[src/rtl/alu_shift_sequencer_if.sv]
// Shared types and the bundled control/ALU port interface for alu_shift_sequencer.
// The package comes first because the interface and the top module both depend on it.

package alu_shift_sequencer_pkg;

    localparam int unsigned REG_W    = 32;
    localparam int unsigned ALU_OP_W = 4;

    typedef logic [REG_W-1:0]    t_reg;
    typedef logic [ALU_OP_W-1:0] t_alu_op;

    localparam t_alu_op OP_TEST        = 4'h0;
    localparam t_alu_op OP_ADD         = 4'h1;
    localparam t_alu_op OP_SUB         = 4'h2;
    localparam t_alu_op OP_AND         = 4'h3;
    localparam t_alu_op OP_OR          = 4'h4;
    localparam t_alu_op OP_XOR         = 4'h5;
    localparam t_alu_op OP_LOGIC_LEFT  = 4'h8;
    localparam t_alu_op OP_LOGIC_RIGHT = 4'h9;
    localparam t_alu_op OP_ARITH_LEFT  = 4'hA;
    localparam t_alu_op OP_ARITH_RIGHT = 4'hB;

endpackage

// Control-unit request/response plus the ALU input mux and ALU flag return path.
interface alu_shift_sequencer_if #(
    parameter int unsigned COUNT_W = 5
);
    import alu_shift_sequencer_pkg::*;

    // control unit side
    logic               start;
    t_alu_op            shift_op;
    logic               rotate;
    t_reg               value;
    logic [COUNT_W-1:0] count;
    logic               busy;
    logic               done;
    t_reg               result;
    logic               carry_out;
    logic               zero_out;
    logic               neg_out;
    logic               over_out;

    // ALU side
    t_alu_op            alu_op;
    t_reg               alu_reg2;
    t_reg               alu_reg3;
    logic               alu_carry_in;
    t_reg               alu_result;
    logic               alu_carry;
    logic               alu_zero;
    logic               alu_neg;
    logic               alu_over;

    modport slave (
        input  start, shift_op, rotate, value, count,
        input  alu_result, alu_carry, alu_zero, alu_neg, alu_over,
        output alu_op, alu_reg2, alu_reg3, alu_carry_in,
        output busy, done, result, carry_out, zero_out, neg_out, over_out
    );

    modport master (
        output start, shift_op, rotate, value, count,
        output alu_result, alu_carry, alu_zero, alu_neg, alu_over,
        input  alu_op, alu_reg2, alu_reg3, alu_carry_in,
        input  busy, done, result, carry_out, zero_out, neg_out, over_out
    );

endinterface

[src/rtl/alu_shift_sequencer.sv]
// Multi-bit shifter that loops an operand through the shared ALU one bit per clock,
// then runs a single OP_TEST pass to obtain the final zero/neg flags.
// Optional feature macro: ALU_SHIFT_ROTATE_EN -- when defined, rotate=1 with a
// logical shift op turns the shift into a rotate by re-inserting the carried-out bit.

module alu_shift_sequencer
    import alu_shift_sequencer_pkg::*;
#(
    parameter int unsigned COUNT_W = 5
) (
    input  logic                   clock,
    input  logic                   reset,
    alu_shift_sequencer_if.slave   bus
);

    localparam logic [1:0] S_IDLE  = 2'd0;
    localparam logic [1:0] S_SHIFT = 2'd1;
    localparam logic [1:0] S_FINAL = 2'd2;

    logic [1:0]         state_q,     state_d;
    t_alu_op            op_q,        op_d;
    t_reg               work_q,      work_d;
    logic [COUNT_W-1:0] remaining_q, remaining_d;
    logic               carry_acc_q, carry_acc_d;
    logic               over_acc_q,  over_acc_d;
    t_alu_op            alu_op_q,    alu_op_d;
    logic               busy_q,      busy_d;
    logic               done_q,      done_d;
    t_reg               result_q,    result_d;
    logic               carry_q,     carry_d;
    logic               zero_q,      zero_d;
    logic               neg_q,       neg_d;
    logic               over_q,      over_d;
`ifdef ALU_SHIFT_ROTATE_EN
    logic               rot_q,       rot_d;
`endif

    function automatic logic is_shift_op(input t_alu_op op);
        return (op == OP_LOGIC_LEFT)  || (op == OP_LOGIC_RIGHT) ||
               (op == OP_ARITH_LEFT)  || (op == OP_ARITH_RIGHT);
    endfunction

    // Next-state and next-output logic for the IDLE -> SHIFT* -> FINAL sequence.
    always_comb begin
        state_d     = state_q;
        op_d        = op_q;
        work_d      = work_q;
        remaining_d = remaining_q;
        carry_acc_d = carry_acc_q;
        over_acc_d  = over_acc_q;
        result_d    = result_q;
        carry_d     = carry_q;
        zero_d      = zero_q;
        neg_d       = neg_q;
        over_d      = over_q;
        done_d      = 1'b0;
`ifdef ALU_SHIFT_ROTATE_EN
        rot_d       = rot_q;
`endif

        case (state_q)
            S_IDLE: begin
                if (bus.start) begin
                    work_d      = bus.value;
                    op_d        = bus.shift_op;
                    remaining_d = bus.count;
                    carry_acc_d = 1'b0;
                    over_acc_d  = 1'b0;
`ifdef ALU_SHIFT_ROTATE_EN
                    rot_d       = bus.rotate;
`endif
                    // Unsupported ops degrade to a zero-step shift.
                    if ((bus.count != '0) && is_shift_op(bus.shift_op)) begin
                        state_d = S_SHIFT;
                    end else begin
                        state_d = S_FINAL;
                    end
                end
            end
            S_SHIFT: begin
                work_d      = bus.alu_result;
`ifdef ALU_SHIFT_ROTATE_EN
                // Feed the bit that fell off back into the vacated end.
                if (rot_q && (op_q == OP_LOGIC_RIGHT)) begin
                    work_d = {bus.alu_carry, bus.alu_result[REG_W-2:0]};
                end else if (rot_q && (op_q == OP_LOGIC_LEFT)) begin
                    work_d = {bus.alu_result[REG_W-1:1], bus.alu_carry};
                end
`endif
                carry_acc_d = bus.alu_carry;
                over_acc_d  = over_acc_q | (bus.alu_over && (op_q == OP_ARITH_LEFT));
                remaining_d = remaining_q - COUNT_W'(1);
                if (remaining_q == COUNT_W'(1)) begin
                    state_d = S_FINAL;
                end
            end
            S_FINAL: begin
                result_d = work_q;
                zero_d   = bus.alu_zero;
                neg_d    = bus.alu_neg;
                carry_d  = carry_acc_q;
                over_d   = over_acc_q;
                done_d   = 1'b1;
                state_d  = S_IDLE;
            end
            default: begin
                state_d = S_IDLE;
            end
        endcase

        busy_d   = (state_d != S_IDLE);
        alu_op_d = (state_d == S_SHIFT) ? op_d : OP_TEST;
    end

    // State and output registers; reset aborts any operation in flight.
    always_ff @(posedge clock) begin
        if (reset) begin
            state_q     <= S_IDLE;
            op_q        <= OP_TEST;
            work_q      <= '0;
            remaining_q <= '0;
            carry_acc_q <= 1'b0;
            over_acc_q  <= 1'b0;
            alu_op_q    <= OP_TEST;
            busy_q      <= 1'b0;
            done_q      <= 1'b0;
            result_q    <= '0;
            carry_q     <= 1'b0;
            zero_q      <= 1'b0;
            neg_q       <= 1'b0;
            over_q      <= 1'b0;
`ifdef ALU_SHIFT_ROTATE_EN
            rot_q       <= 1'b0;
`endif
        end else begin
            state_q     <= state_d;
            op_q        <= op_d;
            work_q      <= work_d;
            remaining_q <= remaining_d;
            carry_acc_q <= carry_acc_d;
            over_acc_q  <= over_acc_d;
            alu_op_q    <= alu_op_d;
            busy_q      <= busy_d;
            done_q      <= done_d;
            result_q    <= result_d;
            carry_q     <= carry_d;
            zero_q      <= zero_d;
            neg_q       <= neg_d;
            over_q      <= over_d;
`ifdef ALU_SHIFT_ROTATE_EN
            rot_q       <= rot_d;
`endif
        end
    end

    // The working register doubles as the ALU reg2 operand.
    assign bus.alu_op       = alu_op_q;
    assign bus.alu_reg2     = work_q;
    assign bus.alu_reg3     = '0;
    assign bus.alu_carry_in = 1'b0;
    assign bus.busy         = busy_q;
    assign bus.done         = done_q;
    assign bus.result       = result_q;
    assign bus.carry_out    = carry_q;
    assign bus.zero_out     = zero_q;
    assign bus.neg_out      = neg_q;
    assign bus.over_out     = over_q;

endmodule
[src/flat_wrapper.sv]
// flat-port wrapper written by rule: the top's interface ports become plain ports
module alu_shift_sequencer_flat import alu_shift_sequencer_pkg::*;
#(
    parameter int unsigned COUNT_W = 5
)
  (clock, reset, bus_start, bus_shift_op, bus_rotate, bus_value, bus_count, bus_alu_result, bus_alu_carry, bus_alu_zero, bus_alu_neg, bus_alu_over, bus_alu_op, bus_alu_reg2, bus_alu_reg3, bus_alu_carry_in, bus_busy, bus_done, bus_result, bus_carry_out, bus_zero_out, bus_neg_out, bus_over_out);
  alu_shift_sequencer_if #(.COUNT_W(COUNT_W)) bus_i ();
  input  logic clock;
  input  logic reset;
  input wire logic [$bits(bus_i.start)-1:0] bus_start;
  input wire logic [$bits(bus_i.shift_op)-1:0] bus_shift_op;
  input wire logic [$bits(bus_i.rotate)-1:0] bus_rotate;
  input wire logic [$bits(bus_i.value)-1:0] bus_value;
  input wire logic [$bits(bus_i.count)-1:0] bus_count;
  input wire logic [$bits(bus_i.alu_result)-1:0] bus_alu_result;
  input wire logic [$bits(bus_i.alu_carry)-1:0] bus_alu_carry;
  input wire logic [$bits(bus_i.alu_zero)-1:0] bus_alu_zero;
  input wire logic [$bits(bus_i.alu_neg)-1:0] bus_alu_neg;
  input wire logic [$bits(bus_i.alu_over)-1:0] bus_alu_over;
  output wire logic [$bits(bus_i.alu_op)-1:0] bus_alu_op;
  output wire logic [$bits(bus_i.alu_reg2)-1:0] bus_alu_reg2;
  output wire logic [$bits(bus_i.alu_reg3)-1:0] bus_alu_reg3;
  output wire logic [$bits(bus_i.alu_carry_in)-1:0] bus_alu_carry_in;
  output wire logic [$bits(bus_i.busy)-1:0] bus_busy;
  output wire logic [$bits(bus_i.done)-1:0] bus_done;
  output wire logic [$bits(bus_i.result)-1:0] bus_result;
  output wire logic [$bits(bus_i.carry_out)-1:0] bus_carry_out;
  output wire logic [$bits(bus_i.zero_out)-1:0] bus_zero_out;
  output wire logic [$bits(bus_i.neg_out)-1:0] bus_neg_out;
  output wire logic [$bits(bus_i.over_out)-1:0] bus_over_out;
  assign bus_i.start = bus_start;
  assign bus_i.shift_op = bus_shift_op;
  assign bus_i.rotate = bus_rotate;
  assign bus_i.value = bus_value;
  assign bus_i.count = bus_count;
  assign bus_i.alu_result = bus_alu_result;
  assign bus_i.alu_carry = bus_alu_carry;
  assign bus_i.alu_zero = bus_alu_zero;
  assign bus_i.alu_neg = bus_alu_neg;
  assign bus_i.alu_over = bus_alu_over;
  assign bus_alu_op = bus_i.alu_op;
  assign bus_alu_reg2 = bus_i.alu_reg2;
  assign bus_alu_reg3 = bus_i.alu_reg3;
  assign bus_alu_carry_in = bus_i.alu_carry_in;
  assign bus_busy = bus_i.busy;
  assign bus_done = bus_i.done;
  assign bus_result = bus_i.result;
  assign bus_carry_out = bus_i.carry_out;
  assign bus_zero_out = bus_i.zero_out;
  assign bus_neg_out = bus_i.neg_out;
  assign bus_over_out = bus_i.over_out;
  alu_shift_sequencer #(.COUNT_W(COUNT_W)) u_core (.clock(clock), .reset(reset), .bus(bus_i));
endmodule
[config.mk]
export PLATFORM = sky130hd
export DESIGN_NAME = alu_shift_sequencer_flat
export DESIGN_NICKNAME = d
export VERILOG_FILES = /design/src/rtl/alu_shift_sequencer_if.sv /design/src/rtl/alu_shift_sequencer.sv /design/src/flat_wrapper.sv
export SDC_FILE = /design/constraint.sdc
export NUM_CORES = 1
export LEC_CHECK = 0
export ABC_AREA = 1
export ABC_CLOCK_PERIOD_IN_PS = 3150
export CAP_MARGIN = 20
export CELL_PAD_IN_SITES_DETAIL_PLACEMENT = 0
export CELL_PAD_IN_SITES_GLOBAL_PLACEMENT = 2
export CORE_ASPECT_RATIO = 0.6
export CORE_MARGIN = 1
export CORE_UTILIZATION = 22
export DETAILED_ROUTE_END_ITERATION = 10
export PLACE_DENSITY = 0.95
export SLEW_MARGIN = 25
export SYNTH_ARGS = -nofsm -noshare
export SYNTH_HDL_FRONTEND = slang
export SYNTH_SLANG_ARGS = --single-unit
[constraint.sdc]
create_clock -name clock -period 3.15 [get_ports clock]
set_clock_uncertainty 0.05 [all_clocks]
set_input_delay 0.63 -clock clock [delete_from_list [all_inputs] [get_ports clock]]
set_output_delay 0.63 -clock clock [all_outputs]
set_load 0.02 [all_outputs]
==> flow_summary.json, run 1 <==
{
  "diodes": 0,
  "drtIter0Drc": 146,
  "port_buffers": 153,
  "tightest_slew_ns": 0.7264,
  "synth.mux.area_fraction_pct": 0,
  "min_path_type": "flip-flop to flip-flop",
  "ff2ff_setup_slack_ns": 1.24,
  "cts_inserted_buffers": 9,
  "clock_latency_ns": 0.33,
  "cts.htree.levels": 3,
  "syn_area_mm2": 0.003775,
  "place_congestion": 0.7179,
  "synth_xor_area_share_pct": 0,
  "track_usage_pct": 12.75,
  "reg2reg_depth": 7,
  "fp.coreArea_mm2": 0.01649,
  "rsz0062_at_grt": "no",
  "max_freq_ghz": 0.4983,
  "cts.repair.resized": 0,
  "critPathMaxStageDelay_ns": 0.64,
  "outcome": "complete, no violations",
  "initial_utilization_pct": 22.90,
  "path_max_fanout": 3,
  "root_buffer": "clkbuf_16",
  "r2r_end": "u_core.bus.alu_reg2[6]$_SDFFE_PP0P_",
  "wl_per_cell_um": 12.48,
  "vdd.ir_drop.worst_v": 0.0002502,
  "layout_min_cycle_time_ns": 2.007,
  "syn_to_final_growth_pct": 52.01,
  "end_kind": "output port",
  "holdBufCountCts": 0,
  "critPathTopFamily": "buffers and inverters",
  "layout_commonest_cell": "clkdlybuf4s50_1",
  "drv_slew": 0,
  "wl_met3_um": 1094,
  "synth_area_per_cell_um2": 7.218,
  "drt_wl_total_um": 11210,
  "grt_pass1_wl_um": 17240,
  "leakage_nw": 2.377,
  "synth_cell_type_count": 21,
  "seqCellArea_mm2": 0.001742,
  "clock-sinks": 87,
  "wl_met1_um": 5821,
  "wl_met2_um": 4249,
  "die-area_mm2": 0.01770,
  "slew_headroom_pct": 51.46,
  "hold_end": "u_core.carry_acc_q$_SDFFE_PP0P_",
  "die_w_um": 171.1,
  "setup_viol": 0,
  "worst_ep_arrival_time_ns": 1.33,
  "fillers": 1798,
  "fin_cells": 898,
  "multi_input_area_mm2": 0.001599,
  "synth_compound_area_share_pct": 19.49,
  "grt_max_degree": 69,
  "cts_setup_buffers": 0,
  "hp-start": "u_core.carry_acc_q$_SDFFE_PP0P_",
  "die_y_um": 103.5,
  "fin_tns_setup_ns": 0,
  "dpl.hpwl_um": 7968,
  "rows": 36,
  "synth_top_family_by_area": "compound AO/OA/AOI/OAI gates",
  "timing_hold_violations_final": 0,
  "pin_count": 188,
  "antenna_found_initial": 0,
  "synth_fa_ha_area_share_pct": 0.6629,
  "cts_buffer_depth": 2,
  "yosysSeqAreaShare_pct": 46.14,
  "crit_type": "flip-flop to output port",
  "num-nets-final": 748,
  "clkTransAtPathRegs_ns": 0.06,
  "viasPerCell": 3.976,
  "holdPathStages": 2,
  "routed-via-count": 3570,
  "post-route-period-util_pct": 63.70,
  "pwr_density_cell_mw_per_mm2": 532.6,
  "drv_cap": 0,
  "drive_above_1_share_pct": 4.925,
  "ant_nets": 0,
  "synth_seq_cells": 87,
  "top_layer_used": "met4",
  "synth_cells": 523,
  "cp_cell_sequence": "clkdlybuf4s50_1",
  "required_ns": 2.47,
  "cp_slowest_cell": "clkdlybuf4s50_1",
  "start_kind": "flip-flop",
  "layout_common_cells": "153 x clkdlybuf4s50_1, 129 x nand2_1, 87 x dfxtp_1, 67 x a21oi_1, 41 x o21ai_1",
  "first_pass_iters": 4,
  "gr-total-overflow": 0,
  "hold_slack_ns": 0.4164,
  "path_buf_inv": 1,
  "place_inst": 882,
  "drc": 0,
  "r2r_start": "u_core.state_q[1]$_SDFF_PP0_",
  "grt_pass1_vias": 3275,
  "cts_tree": "built",
  "synth-simple-area-share_pct": 18.63,
  "yosysWarnings": 0
}
==> flip-flops by register name, indices dropped and copies added (netlist names) <==
| register | flops |
|---|---|
| u_core.carry_acc_q | 1 |
| u_core.bus.neg_out | 1 |
| u_core.bus.over_out | 1 |
| u_core.bus.carry_out | 1 |
| u_core.remaining_q | 5 |
| u_core.state_q | 2 |
| u_core.bus.result | 32 |
| u_core.bus.zero_out | 1 |
| u_core.bus.done | 1 |
| u_core.bus.busy | 1 |
| u_core.op_q | 4 |
| u_core.bus.alu_reg2 | 32 |
| u_core.bus.alu_op | 4 |
| u_core.over_acc_q | 1 |
==> power by group <==
group	total [mW]	leakage, nW	internal [mW]	switching [mW]
Sequential	1.24	0.716	1.19	0.0471
Combinational	0.679	1.52	0.307	0.372
Clock	1.14	0.142	0.696	0.444
==> routing by layer <==
metal  track usage, %  up-vias
li1                 -     1890
met1            17.77     1542
met2            18.20      133
met3            5.251        5
met4            2.679        0
met5                0        -
==> stage by stage <==
stage               power (mW)  area, um^2  worst slack (ns)  util [%]
finish                   3.056        5738             1.143     34.81
global route             3.234        5738             1.068     34.81
CTS                      3.113        5738             1.128     34.81
detailed placement       1.945        5423            0.9766     32.89
global placement         1.945        5423            0.9601     32.89
floorplan                1.647        3895             1.583         -
==> cell families after synthesis <==
family,Yosys count
flip-flops,87
other,1
adder cells (fa/ha/maj),2
AND/OR/NAND/NOR,179
AO/OA/AOI/OAI,146
buffers and inverters,108
==> cell usage after synthesis <==
master,instances,share of area [%]
nand2_1,129,13
dfxtp_1,87,46
a21oi_1,67,8.9
o21ai_1,42,5.6
inv_1,41,4.1
buf_4,36,7.2
nor2_1,36,3.6
o21ai_0,35,4.6
buf_2,20,2.7
nand3_1,8,1.1
clkbuf_1,7,0.70
inv_2,3,0.30
ha_1,2,0.66
o21a_1,2,0.40
or2_2,2,0.33
buf_1,1,0.099
conb_1,1,0.099
nand2_2,1,0.17
nand4_1,1,0.17
nor2_4,1,0.30
nor3b_1,1,0.20
==> worst max-delay path by stage <==
stage | start | endpoint | slack, ns | cells after the start
3_5_place_dp | bus_start | u_core.bus.alu_op[0]$_SDFF_PP0_ | 0.98 | 5
6_report | u_core.bus.alu_reg2[30]$_SDFFE_PP0P_ | bus_alu_reg2[30] | 1.14 | 1
3_3_place_gp | bus_start | u_core.bus.alu_op[1]$_SDFF_PP0_ | 0.96 | 5
2_1_floorplan | reset | u_core.bus.over_out$_SDFFE_PP0P_ | 1.58 | 6
4_1_cts | u_core.bus.alu_reg2[30]$_SDFFE_PP0P_ | bus_alu_reg2[30] | 1.13 | 1
5_1_grt | u_core.state_q[1]$_SDFF_PP0_ | u_core.bus.result[18]$_SDFFE_PP0P_ | 1.07 | 5
==> layout make-up <==
class,instances,share of cell area (%)
multi-input combinational,360,27.87
timing repair buffer,163,28.43
sequential,87,30.35
clock inverter,5,1.439
clock buffer,11,4.056
inverter,44,2.878
tap,228,4.972
Power figures use the tool's default switching activity.
==> inputs of run 2 (changes only) <==
--- a/config.mk
+++ b/config.mk
@@ -6,15 +6,15 @@
 export NUM_CORES = 1
 export LEC_CHECK = 0
 export ABC_AREA = 1
-export ABC_CLOCK_PERIOD_IN_PS = 3150
+export ABC_CLOCK_PERIOD_IN_PS = 2000
 export CAP_MARGIN = 20
 export CELL_PAD_IN_SITES_DETAIL_PLACEMENT = 0
 export CELL_PAD_IN_SITES_GLOBAL_PLACEMENT = 2
 export CORE_ASPECT_RATIO = 0.6
 export CORE_MARGIN = 1
-export CORE_UTILIZATION = 22
+export CORE_UTILIZATION = 21
 export DETAILED_ROUTE_END_ITERATION = 10
-export PLACE_DENSITY = 0.95
+export PLACE_DENSITY = 0.91
 export SLEW_MARGIN = 25
 export SYNTH_ARGS = -nofsm -noshare
 export SYNTH_HDL_FRONTEND = slang
==> constraint.sdc (replaced) <==
create_clock -name clock -period 2 [get_ports clock]
set_clock_uncertainty 0.05 [all_clocks]
set_input_delay 0.4 -clock clock [delete_from_list [all_inputs] [get_ports clock]]
set_output_delay 0.4 -clock clock [all_outputs]
set_load 0.02 [all_outputs]
==> flow_summary.json, run 2 (synthesized netlist as in run 1, its figures left out) <==
{
  "cts_buffer_depth": 2,
  "dp_slack_ns": 0.2136,
  "drt_wl_total_um": 11090,
  "die_w_um": 175.1,
  "cts_inserted_buffers": 9,
  "fp.coreArea_mm2": 0.01736,
  "worst_ep_arrival_time_ns": 1.32,
  "critPathMaxStageDelay_ns": 0.65,
  "gr-total-overflow": 0,
  "grt_pass1_wl_um": 17800,
  "end_kind": "output port",
  "syn_to_final_growth_pct": 53.76,
  "drc": 0,
  "antenna_found_initial": 0,
  "layout_min_cycle_time_ns": 1.766,
  "required_ns": 1.55,
  "path_max_fanout": 3,
  "layout_commonest_cell": "clkdlybuf4s50_1",
  "clock-sinks": 87,
  "dpl.hpwl_um": 7962,
  "cp_slowest_cell": "clkdlybuf4s50_1",
  "cts.htree.levels": 3,
  "root_buffer": "clkbuf_16",
  "grt_max_degree": 65,
  "routed-via-count": 3518,
  "initial_utilization_pct": 21.74,
  "fillers": 1850,
  "cts_tree": "built",
  "wl_met2_um": 4295,
  "die_y_um": 105.9,
  "cts_setup_buffers": 0,
  "place_inst": 891,
  "clock_latency_ns": 0.33,
  "cts.repair.resized": 0,
  "viasPerCell": 3.879,
  "die-area_mm2": 0.01853,
  "post-route-period-util_pct": 88.31,
  "leakage_nw": 2.412,
  "drv_cap": 0,
  "pin_count": 188,
  "pwr_density_cell_mw_per_mm2": 853.8,
  "design_area_mm2": 0.005804,
  "fin_cells": 907,
  "rows": 37,
  "max_freq_ghz": 0.5662,
  "hold_slack_ns": 0.4110,
  "clkTransAtPathRegs_ns": 0.06,
  "outcome": "complete, no violations",
  "crit_type": "flip-flop to output port",
  "fin_tns_setup_ns": 0,
  "drtIter0Drc": 150,
  "rsz0062_at_grt": "no",
  "cp_cell_sequence": "clkdlybuf4s50_1",
  "wl_per_cell_um": 12.22,
  "path_buf_inv": 1,
  "num-nets-final": 751,
  "critPathTopFamily": "buffers and inverters",
  "min_path_type": "flip-flop to flip-flop",
  "diodes": 0,
  "port_buffers": 153,
  "timing_hold_violations_final": 0,
  "setup_ws_ns": 0.2339,
  "top_layer_used": "met4",
  "start_kind": "flip-flop",
  "drive_above_1_share_pct": 5.349,
  "wl_met1_um": 5703,
  "drv_slew": 0,
  "vdd.ir_drop.worst_v": 0.0003570,
  "grt_pass1_vias": 3367,
  "place_congestion": 0.7117,
  "place_area_mm2": 0.005465,
  "first_pass_iters": 4,
  "setup_viol": 0,
  "track_usage_pct": 12.28,
  "layout_common_cells": "153 x clkdlybuf4s50_1, 129 x nand2_1, 87 x dfxtp_1, 67 x a21oi_1, 41 x o21ai_1",
  "wl_met3_um": 1032,
  "holdBufCountCts": 0,
  "ant_nets": 0
}
run 2: changes by cell type in the layout (fill, tap and decap cells not counted), sizes merged:
cell and change:
buf +3, clkinvlp -2, bufinv +1, clkinv +1
run 2: final cells by class:
cell class | count | area [um^2] | area share (%)
inverters | 44 | 165.2 | 2.845
clock buffers | 11 | 232.7 | 4.009
repair buffers | 166 | 1667 | 28.71
flip-flops and latches | 87 | 1742 | 30.01
well taps | 234 | 292.8 | 5.044
clock inverters | 5 | 106.4 | 1.832
multi-input cells | 360 | 1599 | 27.55
run 2: worst register-to-register path, stage by stage (launching register included):
cell and delay [ns]:
dfxtp_1 0.42, inv_2 0.10, nor2_4 0.09, buf_4 0.32
nand2_1 0.09, nand2_1 0.09, o21ai_1 0.07, a21oi_1 0.13
run 2: worst paths after layout:
check	start	end	slack (ns)	cells past startpoint
min	u_core.over_acc_q$_SDFFE_PP0P_	u_core.over_acc_q$_SDFFE_PP0P_	0.41	2
max reg2reg	u_core.state_q[0]$_SDFF_PP0_	u_core.bus.alu_reg2[30]$_SDFFE_PP0P_	0.57	7
max	u_core.bus.alu_reg2[30]$_SDFFE_PP0P_	bus_alu_reg2[30]	0.23	1
min reg2reg	u_core.over_acc_q$_SDFFE_PP0P_	u_core.over_acc_q$_SDFFE_PP0P_	0.41	2
run 2: routing by layer:
metal | GRT usage [%] | vias to the layer above
li1 | - | 1889
met1 | 16.86 | 1514
met2 | 17.52 | 109
met3 | 5.628 | 6
met4 | 2.050 | 0
met5 | 0 | -
run 2: power by group:
| group | internal (mW) | switching, mW | total, mW |
|---|---|---|---|
| Clock | 1.23 | 0.701 | 1.93 |
| Sequential | 1.87 | 0.0726 | 1.95 |
| Combinational | 0.495 | 0.588 | 1.08 |
run 2: stage by stage:
step | total power [mW] | utilization (%)
floorplan | 2.594 | -
global placement | 3.079 | 31.48
detailed placement | 3.080 | 31.48
CTS | 5.053 | 33.43
global route | 5.233 | 33.43
finish | 4.956 | 33.43
